## config.mk

```make
export PLATFORM = sky130hd
export DESIGN_NAME = ft245_tx_arbiter
export DESIGN_NICKNAME = d
export VERILOG_FILES = /design/src/rtl/ft245_pkg.sv /design/src/rtl/ft245_tx_arbiter_rr_select.sv /design/src/rtl/ft245_tx_arbiter.sv
export SDC_FILE = /design/constraint.sdc
export NUM_CORES = 1
export LEC_CHECK = 0
export BUFFER_PORTS_ARGS = -buffer_cell sky130_fd_sc_hd__buf_4
export CELL_PAD_IN_SITES_DETAIL_PLACEMENT = 1
export CELL_PAD_IN_SITES_GLOBAL_PLACEMENT = 1
export CORE_MARGIN = 2
export CORE_UTILIZATION = 27
export CTS_CLUSTER_SIZE = 30
export DETAILED_ROUTE_END_ITERATION = 10
export PLACE_DENSITY = 0.89
export SLEW_MARGIN = 20
export SYNTH_ARGS = -nofsm -noshare
export SYNTH_HDL_FRONTEND = slang
export SYNTH_SLANG_ARGS = --single-unit
```

## constraint.sdc

```tcl
create_clock -name clk -period 3.5 [get_ports clk]
set_input_delay 0.175 -clock clk [delete_from_list [all_inputs] [get_ports clk]]
set_output_delay 0.175 -clock clk [all_outputs]
set_load 0.01 [all_outputs]
```

## src/rtl/ft245_pkg.sv

```systemverilog
// Shared definitions for the FT245 TX path: word width, header magic,
// arbiter state encoding and the header-word builder.
package ft245_pkg;

    localparam int          FT245_WORD_W = 32;
    localparam logic [15:0] TX_HDR_MAGIC = 16'hA55A;

    typedef enum logic [1:0] {
        ARB_IDLE  = 2'd0,
        ARB_HDR   = 2'd1,
        ARB_BURST = 2'd2
    } arb_state_e;

    function automatic logic [FT245_WORD_W-1:0] tx_hdr_word(input logic [2:0] gid);
        return {TX_HDR_MAGIC, 13'd0, gid};
    endfunction

endpackage

```

## src/rtl/ft245_tx_arbiter_rr_select.sv

```systemverilog
// rr_select: combinational round-robin pick of the first requester at or
// after ptr, wrapping at NUM_SRC-1.
module rr_select #(
    parameter int NUM_SRC = 4
) (
    input  logic [NUM_SRC-1:0] req,
    input  logic [2:0]         ptr,
    output logic [2:0]         grant_idx,
    output logic               grant_vld
);

    logic [3:0] cand_s;

    // Walk the sources in priority order starting at ptr; first hit wins
    always_comb begin
        grant_idx = 3'd0;
        grant_vld = 1'b0;
        cand_s    = 4'd0;
        for (int k = 0; k < NUM_SRC; k++) begin
            cand_s = {1'b0, ptr} + 4'(k);
            if (cand_s >= 4'(NUM_SRC)) begin
                cand_s = cand_s - 4'(NUM_SRC);
            end else begin
                cand_s = cand_s;
            end
            for (int j = 0; j < NUM_SRC; j++) begin
                if (!grant_vld && req[j] && (cand_s == 4'(j))) begin
                    grant_vld = 1'b1;
                    grant_idx = 3'(j);
                end else begin
                    grant_vld = grant_vld;
                end
            end
        end
    end

endmodule

```

## src/rtl/ft245_tx_arbiter.sv

```systemverilog
// ft245_tx_arbiter: round-robin arbiter of NUM_SRC word streams into the
// core_ft245 TX port. Define FT245_TX_ARB_HEADER_EN to prefix every grant
// with the header word {16'hA55A, 13'd0, grant_id}.
module ft245_tx_arbiter
    import ft245_pkg::*;
#(
    parameter int NUM_SRC   = 4,
    parameter int MAX_BURST = 256
) (
    input  logic                        clk,
    input  logic                        rst,
    input  logic [NUM_SRC-1:0]          src_req,
    input  logic [32*NUM_SRC-1:0]       src_data,
    input  logic [NUM_SRC-1:0]          src_last,
    output logic [NUM_SRC-1:0]          src_ack,
    input  logic                        tx_ready,
    output logic                        tx_write,
    output logic [FT245_WORD_W-1:0]     tx_data,
    output logic                        busy,
    output logic [2:0]                  grant_id
);

    localparam logic [15:0] BURST_LAST = 16'(MAX_BURST - 1);
    localparam logic [2:0]  LAST_SRC   = 3'(NUM_SRC - 1);

`ifdef FT245_TX_ARB_HEADER_EN
    localparam arb_state_e GRANT_ST = ARB_HDR;
`else
    localparam arb_state_e GRANT_ST = ARB_BURST;
`endif

    arb_state_e              state_q, state_d;
    logic [2:0]              rr_ptr_q, rr_ptr_d;
    logic [2:0]              gnt_q, gnt_d;
    logic [15:0]             cnt_q, cnt_d;

    logic [2:0]              sel_idx_s;
    logic                    sel_vld_s;
    logic                    g_req_s;
    logic                    g_last_s;
    logic [FT245_WORD_W-1:0] g_data_s;
    logic                    xfer_s;

    rr_select #(
        .NUM_SRC (NUM_SRC)
    ) u_rr_select (
        .req       (src_req),
        .ptr       (rr_ptr_q),
        .grant_idx (sel_idx_s),
        .grant_vld (sel_vld_s)
    );

    // Mux the granted source's request, last flag and data onto one lane
    always_comb begin
        g_req_s  = 1'b0;
        g_last_s = 1'b0;
        g_data_s = '0;
        for (int i = 0; i < NUM_SRC; i++) begin
            g_req_s  = g_req_s  | (src_req[i]  & (gnt_q == 3'(i)));
            g_last_s = g_last_s | (src_last[i] & (gnt_q == 3'(i)));
            g_data_s = g_data_s | (src_data[FT245_WORD_W*i +: FT245_WORD_W]
                                   & {FT245_WORD_W{gnt_q == 3'(i)}});
        end
    end

    // Next-state logic; the TX handshake is combinational so a word moves
    // in the same cycle src_req and tx_ready meet. Reset low blocks writes.
    always_comb begin
        state_d  = state_q;
        rr_ptr_d = rr_ptr_q;
        gnt_d    = gnt_q;
        cnt_d    = cnt_q;
        tx_write = 1'b0;
        tx_data  = '0;
        xfer_s   = 1'b0;
        case (state_q)
            ARB_IDLE: begin
                if (sel_vld_s) begin
                    gnt_d   = sel_idx_s;
                    cnt_d   = 16'd0;
                    state_d = GRANT_ST;
                end else begin
                    state_d = ARB_IDLE;
                end
            end
            ARB_HDR: begin
`ifdef FT245_TX_ARB_HEADER_EN
                if (rst && tx_ready) begin
                    tx_write = 1'b1;
                    tx_data  = tx_hdr_word(gnt_q);
                    state_d  = ARB_BURST;
                end else begin
                    state_d  = ARB_HDR;
                end
`else
                state_d = ARB_IDLE;
`endif
            end
            ARB_BURST: begin
                if (rst && g_req_s && tx_ready) begin
                    xfer_s   = 1'b1;
                    tx_write = 1'b1;
                    tx_data  = g_data_s;
                    cnt_d    = cnt_q + 16'd1;
                    if (g_last_s || (cnt_q == BURST_LAST)) begin
                        state_d  = ARB_IDLE;
                        rr_ptr_d = (gnt_q == LAST_SRC) ? 3'd0 : (gnt_q + 3'd1);
                    end else begin
                        state_d  = ARB_BURST;
                    end
                end else begin
                    state_d = ARB_BURST;
                end
            end
            default: begin
                state_d = ARB_IDLE;
            end
        endcase
    end

    // Only the granted source sees its acknowledge
    always_comb begin
        src_ack = '0;
        for (int i = 0; i < NUM_SRC; i++) begin
            src_ack[i] = xfer_s & (gnt_q == 3'(i));
        end
    end

    // State, round-robin pointer, grant index and payload counter
    always_ff @(posedge clk) begin
        if (!rst) begin
            state_q  <= ARB_IDLE;
            rr_ptr_q <= 3'd0;
            gnt_q    <= 3'd0;
            cnt_q    <= 16'd0;
        end else begin
            state_q  <= state_d;
            rr_ptr_q <= rr_ptr_d;
            gnt_q    <= gnt_d;
            cnt_q    <= cnt_d;
        end
    end

    assign busy     = (state_q != ARB_IDLE);
    assign grant_id = busy ? gnt_q : 3'd0;

endmodule

```

Word level (Yosys, flattened, before mapping)

Cells that the tools add are included.

$lt $le $gt $ge: 4
Multiplexer cells: 48
Add/subtract/negate cells: 9
Reduce and logical (&&, ||, !) cells: 60
Bitwise logic cells: 25
Equal/unequal tests: 19

Operators by type and width:

| cell                  | number |
|---|---|
| $and 32x32->32        | 4 |
| $or 32x32->32         | 3 |
| $mux 32               | 2 |
| $mux 2                | 17 |
| $logic_and 1x1->1     | 33 |
| $eq 4x2->1 const B    | 8 |
| $mux 16               | 2 |
| $pmux 16 s2           | 1 |
| $mux 1                | 19 |
| $add 16x1->16 const B | 1 |
| $eq 16x8->1 const B   | 1 |
| $eq 4x1->1 const B    | 4 |
| $logic_not 4->1       | 4 |
| $mux 4                | 4 |
| $logic_not 1->1       | 15 |
| $and 1x1->1           | 12 |
| $ge 4x3->1 const B    | 3 |
| $sub 4x3->4 const B   | 3 |
| $add 3x2->4 const B   | 2 |
| $eq 3x2->1 const B    | 2 |
| $mux 3                | 2 |
| $or 1x1->1            | 6 |
| $reduce_and 3->1      | 2 |
| $add 3x1->4 const B   | 1 |
| other kinds (12)      | 14 |

Bits in registers: 24

Depth between registers and ports, before layout

Depth after elaboration: 67
Mapped depth: 9

Hierarchy

A second synthesis with hierarchy kept.

Cells, all modules: 326
Area total of the unflattened synthesis: 2436.1 µm²

By module, submodules not included:

| module           | cells an instance | times used | area an instance (µm²) |
|---|---|---|---|
| ft245_tx_arbiter | 268               | 1          | 2054.5 |
| rr_select        | 58                | 1          | 381.6 |

Worst setup path before layout

OpenSTA, ideal clock, no wires.

Path kind: flip-flop to flip-flop
Start point: register rr_ptr_q[0]
End point: register gnt_q[0]
Setup time: 0.119 ns
Setup slack: 1.587 ns
Data required time: 3.381 ns
Data arrival time: 1.795 ns
Cell stages (with the launch flop): 9
Cell sequence: dfxtp_1 -> nand2_2 -> inv_1 -> ha_1 -> nand2b_1 -> a311o_1 -> a221oi_2 -> a21oi_2 -> o221a_1

Longest elaborated chain between the ends: 66

RTL lines:

| item                                             | line                                                               | text |
|---|---|---|
| from (decl)                                      | ft245_tx_arbiter.sv:33                                             | `logic [2:0] rr_ptr_q, rr_ptr_d;` |
| from (signal assigned)                           | ft245_tx_arbiter.sv:138                                            | `rr_ptr_q <= rr_ptr_d;` |
| $sub 3x3->4 / $ge 3x3->1 (equally long branches) | ft245_tx_arbiter_rr_select.sv:22, ft245_tx_arbiter_rr_select.sv:21 |  |
| $mux 4                                           | ft245_tx_arbiter_rr_select.sv:21                                   | `if (cand_s >= 4'(NUM_SRC)) begin` |
| $logic_not 4->1                                  | ft245_tx_arbiter_rr_select.sv:27                                   | `if (!grant_vld && req[j] && (cand_s == 4'(j))) begin` |
| $logic_and 1x1->1                                | ft245_tx_arbiter_rr_select.sv:27                                   |  |
| $mux 1                                           | ft245_tx_arbiter_rr_select.sv:27                                   |  |
| $logic_not 1->1                                  | ft245_tx_arbiter_rr_select.sv:27                                   |  |
| $logic_and 1x1->1 (2 in series)                  | ft245_tx_arbiter_rr_select.sv:27                                   |  |
| $mux 1                                           | ft245_tx_arbiter_rr_select.sv:27                                   |  |
| [47 not listed]                                  | --                                                                 |  |
| $mux 1                                           | ft245_tx_arbiter_rr_select.sv:27                                   |  |
| $logic_not 1->1                                  | ft245_tx_arbiter_rr_select.sv:27                                   |  |
| $logic_and 1x1->1 (2 in series)                  | ft245_tx_arbiter_rr_select.sv:27                                   |  |
| $mux 1                                           | ft245_tx_arbiter_rr_select.sv:27                                   |  |
| $logic_not 1->1                                  | ft245_tx_arbiter_rr_select.sv:27                                   |  |
| $logic_and 1x1->1 (2 in series)                  | ft245_tx_arbiter_rr_select.sv:27                                   |  |
| $mux 1                                           | ft245_tx_arbiter_rr_select.sv:27                                   |  |
| $reduce_and 2->1 (no source line)                | --                                                                 |  |
| to (signal assigned)                             | ft245_tx_arbiter.sv:139                                            | `gnt_q <= gnt_d;` |
| to (decl)                                        | ft245_tx_arbiter.sv:34                                             | `logic [2:0] gnt_q, gnt_d;` |

Several ways; a longest one is shown, not always the timed one.
A chain may end at the register's enable or synchronous reset.

Worst setup path in the final report

Start point: register gnt_q[0]
End point: output src_ack[1]

Longest elaborated chain between the ends: 10

RTL lines:

| item                                                 | line                                            | text |
|---|---|---|
| $eq 3x1->1 / $logic_not 3->1 (equally long branches) | ft245_tx_arbiter.sv:59, ft245_tx_arbiter.sv:125 |  |
| $and 1x1->1                                          | ft245_tx_arbiter.sv:59                          | `g_req_s = g_req_s \| (src_req[i] & (gnt_q == 3'(i)));` |
| $or 1x1->1 (3 in series)                             | ft245_tx_arbiter.sv:59                          |  |
| $logic_and 1x1->1 (2 in series)                      | ft245_tx_arbiter.sv:100                         | `if (rst && g_req_s && tx_ready) begin` |
| $mux 1                                               | ft245_tx_arbiter.sv:100                         |  |
| $mux 1                                               | ft245_tx_arbiter.sv:76                          | `case (state_q)` |
| $and 1x1->1 (*)                                      | ft245_tx_arbiter.sv:125                         | `src_ack[i] = xfer_s & (gnt_q == 3'(i));` |
| to (decl)                                            | ft245_tx_arbiter.sv:15                          | `output logic [NUM_SRC-1:0] src_ack,` |

Every way passes the cells marked *; elsewhere a longest branch is shown, timed or not.

==> flow_summary.toml <==
[cells_and_area]
syn2layout_area_growth_pct = 66.20
diodes = 0
drive_gt1_frac = 0.4324
num-nets-final = 600
final_cell_area_um2 = 3587
fillerInstances = 995
stdcell_count = 553
mostFrequentLayoutCell = "buf_4"
final_cell_mix = "buf_4, a22oi_1, a21oi_1"

[worst_setup_path]
crit_buf_inv = 4
reg2reg_depth = 9
slowest_delay_ns = 0.51
crit_top_cell = "buf_4"
crit_arrival_ns = 2.95
reg2reg_slack_ns = 0.66
timing.rr.end = "cnt_q[4]"
crit_family = "buffers and inverters"
crit_slowest_cell = "a21o_1"
start_kind = "register"
timing.rr.start = "gnt_q[0]"
cp_max_fo = 35
cp_cell_sequence = "inv_1 -> ha_1 -> buf_4 -> a22oi_1 -> a21o_1 -> clkinv_1 -> and2_1 -> buf_4"
path_class = "reg -> out"
cp-end-kind = "primary output"
worstPathRequired_ns = 3.32

[timing]
timing.hold.ws_ns = 0.2241
hold_viol_final = 0
fin_crit_sh = 0.8929
setup_viol = 0
max_slew_margin = 0.5056
rsz0062_at_grt = "no"
clock.fmax_ghz = 0.3200
slew_viol_final = 0
finalCriticalPeriod_ns = 3.125
finalClockSkew_ns = 0.006120
timing.setup.tns_ns = 0
tightest_slew_ns = 0.7416

[synth]
synth_top_cell_area_share = 0.2365
syn_area_um2 = 2158
synthDistinctLibCells = 48
yosys_warnings = 0
synth_area_leaders = "a22oi_1, dfxtp_1, a21oi_1"
synth_top_area_cell = "a22oi_1"
ys_ff_latch = 21
synthCells = 289
seq_area_frac_synth = 0.1948
async_flop_share = 0
synth_area_per_cell_um2 = 7.468
ys.flop_type = "dfxtp_1"
synth_edf_count = 0

[worst_hold_path]
worstHoldPathType = "in -> reg"
hold_path_end = "state_q[1]"
worstHoldStart = "rst"
min_path_cells = 2

[cts]
cts_resized = 0
numCtsBuffers = 3
cts_hold_buffers = 0
cts_tree = "built"
cts_sinks = 21
clockBufferDepth = 2
cts_setup_buffers = 0
clk_pin_slew_ns = 0.07
cts_root_buf = "clkbuf_8"
ctsHtreeMaxLevel = 1
clock_latency_ns = 0.27

[detailed_routing]
routed_wl_um = 10610
routed_via_density = 5.405
drc = 0
drtAntennaViolNets = 0
drtIter0Drc = 116
first_pass_iters = 4
wl_per_cell_um = 19.19
vias = 2989

[grt]
grtUsageTotal = 0.2304
overflow = 0
grt_pass1_wl_um = 15840
grt_max_degree = 36
grt_pass1_vias = 3090
antenna_found_initial = 0

[floorplan]
initial_core_util = 0.2793
io_pins = 180
die_h_um = 93.41
fp.dieArea_um2 = 8724
core_um2 = 7727
fp-row-count = 32
dieWidth_um = 93.41

[power_and_ir_drop]
p_total_mw = 0.7615
comb_power_share = 0.455
p_switching_mw = 0.2555
p_seq_frac = 0.332
power.share.clock = 0.213
vdd_drop_max_v = 0.0001345
internal-power_mw = 0.5060
power_density_nw_per_um2 = 212.3
swShare = 0.3355
p_leak_nw = 1.582

[job]
max_cap_viol_count = 0

[place]
dpl-instance-area_um2 = 3541
dpl.hpwl_um = 8164
portBuffers = 178
gp_congestion = 0.8592
place_inst = 549

[run_status]
status = "finished clean"
## area by class of cell
cell class | count | area (µm²) | share of cell area
Multi-Input combinational cell | 233 | 1582 | 0.4409
Clock buffer | 3 | 41.29 | 0.01151
Tap cell | 102 | 127.6 | 0.03558
Inverter | 10 | 37.54 | 0.01046
Timing Repair Buffer | 183 | 1374 | 0.3830
Sequential cell | 21 | 420.4 | 0.1172
Clock inverter | 1 | 5.005 | 0.001395
## state kept, by name, indices dropped and copies added, names as in the netlist
signal / cells
rr_ptr_q: 2
gnt_q: 2
state_q: 1
cnt_q: 16
## synthesized netlist by cell type, types with 3 or more instances
| library cell | n |
|---|---|
| buf_2 | 14 |
| xor2_1 | 8 |
| dfxtp_1 | 21 |
| nor2_1 | 17 |
| xnor2_1 | 6 |
| inv_1 | 9 |
| and2_1 | 7 |
| ha_1 | 9 |
| a22oi_1 | 68 |
| clkbuf_1 | 12 |
| o21ai_1 | 3 |
| nor4_1 | 5 |
| nand3_1 | 9 |
| o21ai_0 | 3 |
| nand2_1 | 11 |
| and3_1 | 3 |
| a21o_1 | 3 |
| a21oi_1 | 36 |
| nand4_1 | 4 |
## how the worst max path moves through the flow
stage / start / to / slack (ns) / cells after the start
floorplan: rr_ptr_q[0] / gnt_q[0] / 1.59 / 8
global placement: gnt_q[0] / src_ack[1] / 0.79 / 8
detailed placement: gnt_q[0] / src_ack[1] / 0.63 / 8
CTS: gnt_q[0] / src_ack[1] / 0.34 / 8
global route: gnt_q[0] / src_ack[1] / 0.14 / 8
finish: gnt_q[0] / src_ack[1] / 0.37 / 8
## cell families (layout without fill, tap and decap cells)
| family | count (synthesis) | in the layout | synth area share |
|---|---|---|---|
| xor gates and xnor gates | 14 | 14 | 0.05681 |
| other | 2 | 5 | 0.003480 |
| AOI/OAI and AO/OA | 135 | 135 | 0.4417 |
| DFF | 21 | 21 | 0.1948 |
| and+or+nand+nor | 67 | 67 | 0.1588 |
| buffers and inverters | 38 | 197 | 0.07768 |
| muxes | 3 | 3 | 0.01449 |
| adders and majority gates | 9 | 9 | 0.05217 |
## stage by stage
| step | setup slack [ns] | util |
|---|---|---|
| floorplan | 1.587 | - |
| global placement | 0.7912 | 0.4582 |
| detailed placement | 0.6316 | 0.4582 |
| CTS | 0.3384 | 0.4642 |
| global route | 0.1423 | 0.4642 |
| finish | 0.3747 | 0.4642 |
## power by group through the flow
stage / combinational, mW / clock (mW) / sequential, mW
final: 0.347 / 0.162 / 0.253
after global routing: 0.378 / 0.180 / 0.254
after CTS: 0.347 / 0.167 / 0.253
after detailed placement: 0.346 / 0 / 0.258
after global placement: 0.335 / 0 / 0.258
after floorplan: 0.166 / 0 / 0.253
## metal layers
metal,global-route usage,share of wire,vias up
met5,0,0,-
met4,0.07353,0.029,0
met3,0.05077,0.068,18
met2,0.4221,0.50,115
met1,0.2633,0.40,1429
li1,-,-,1427
No activity file was read; power rests on OpenSTA's default activity.
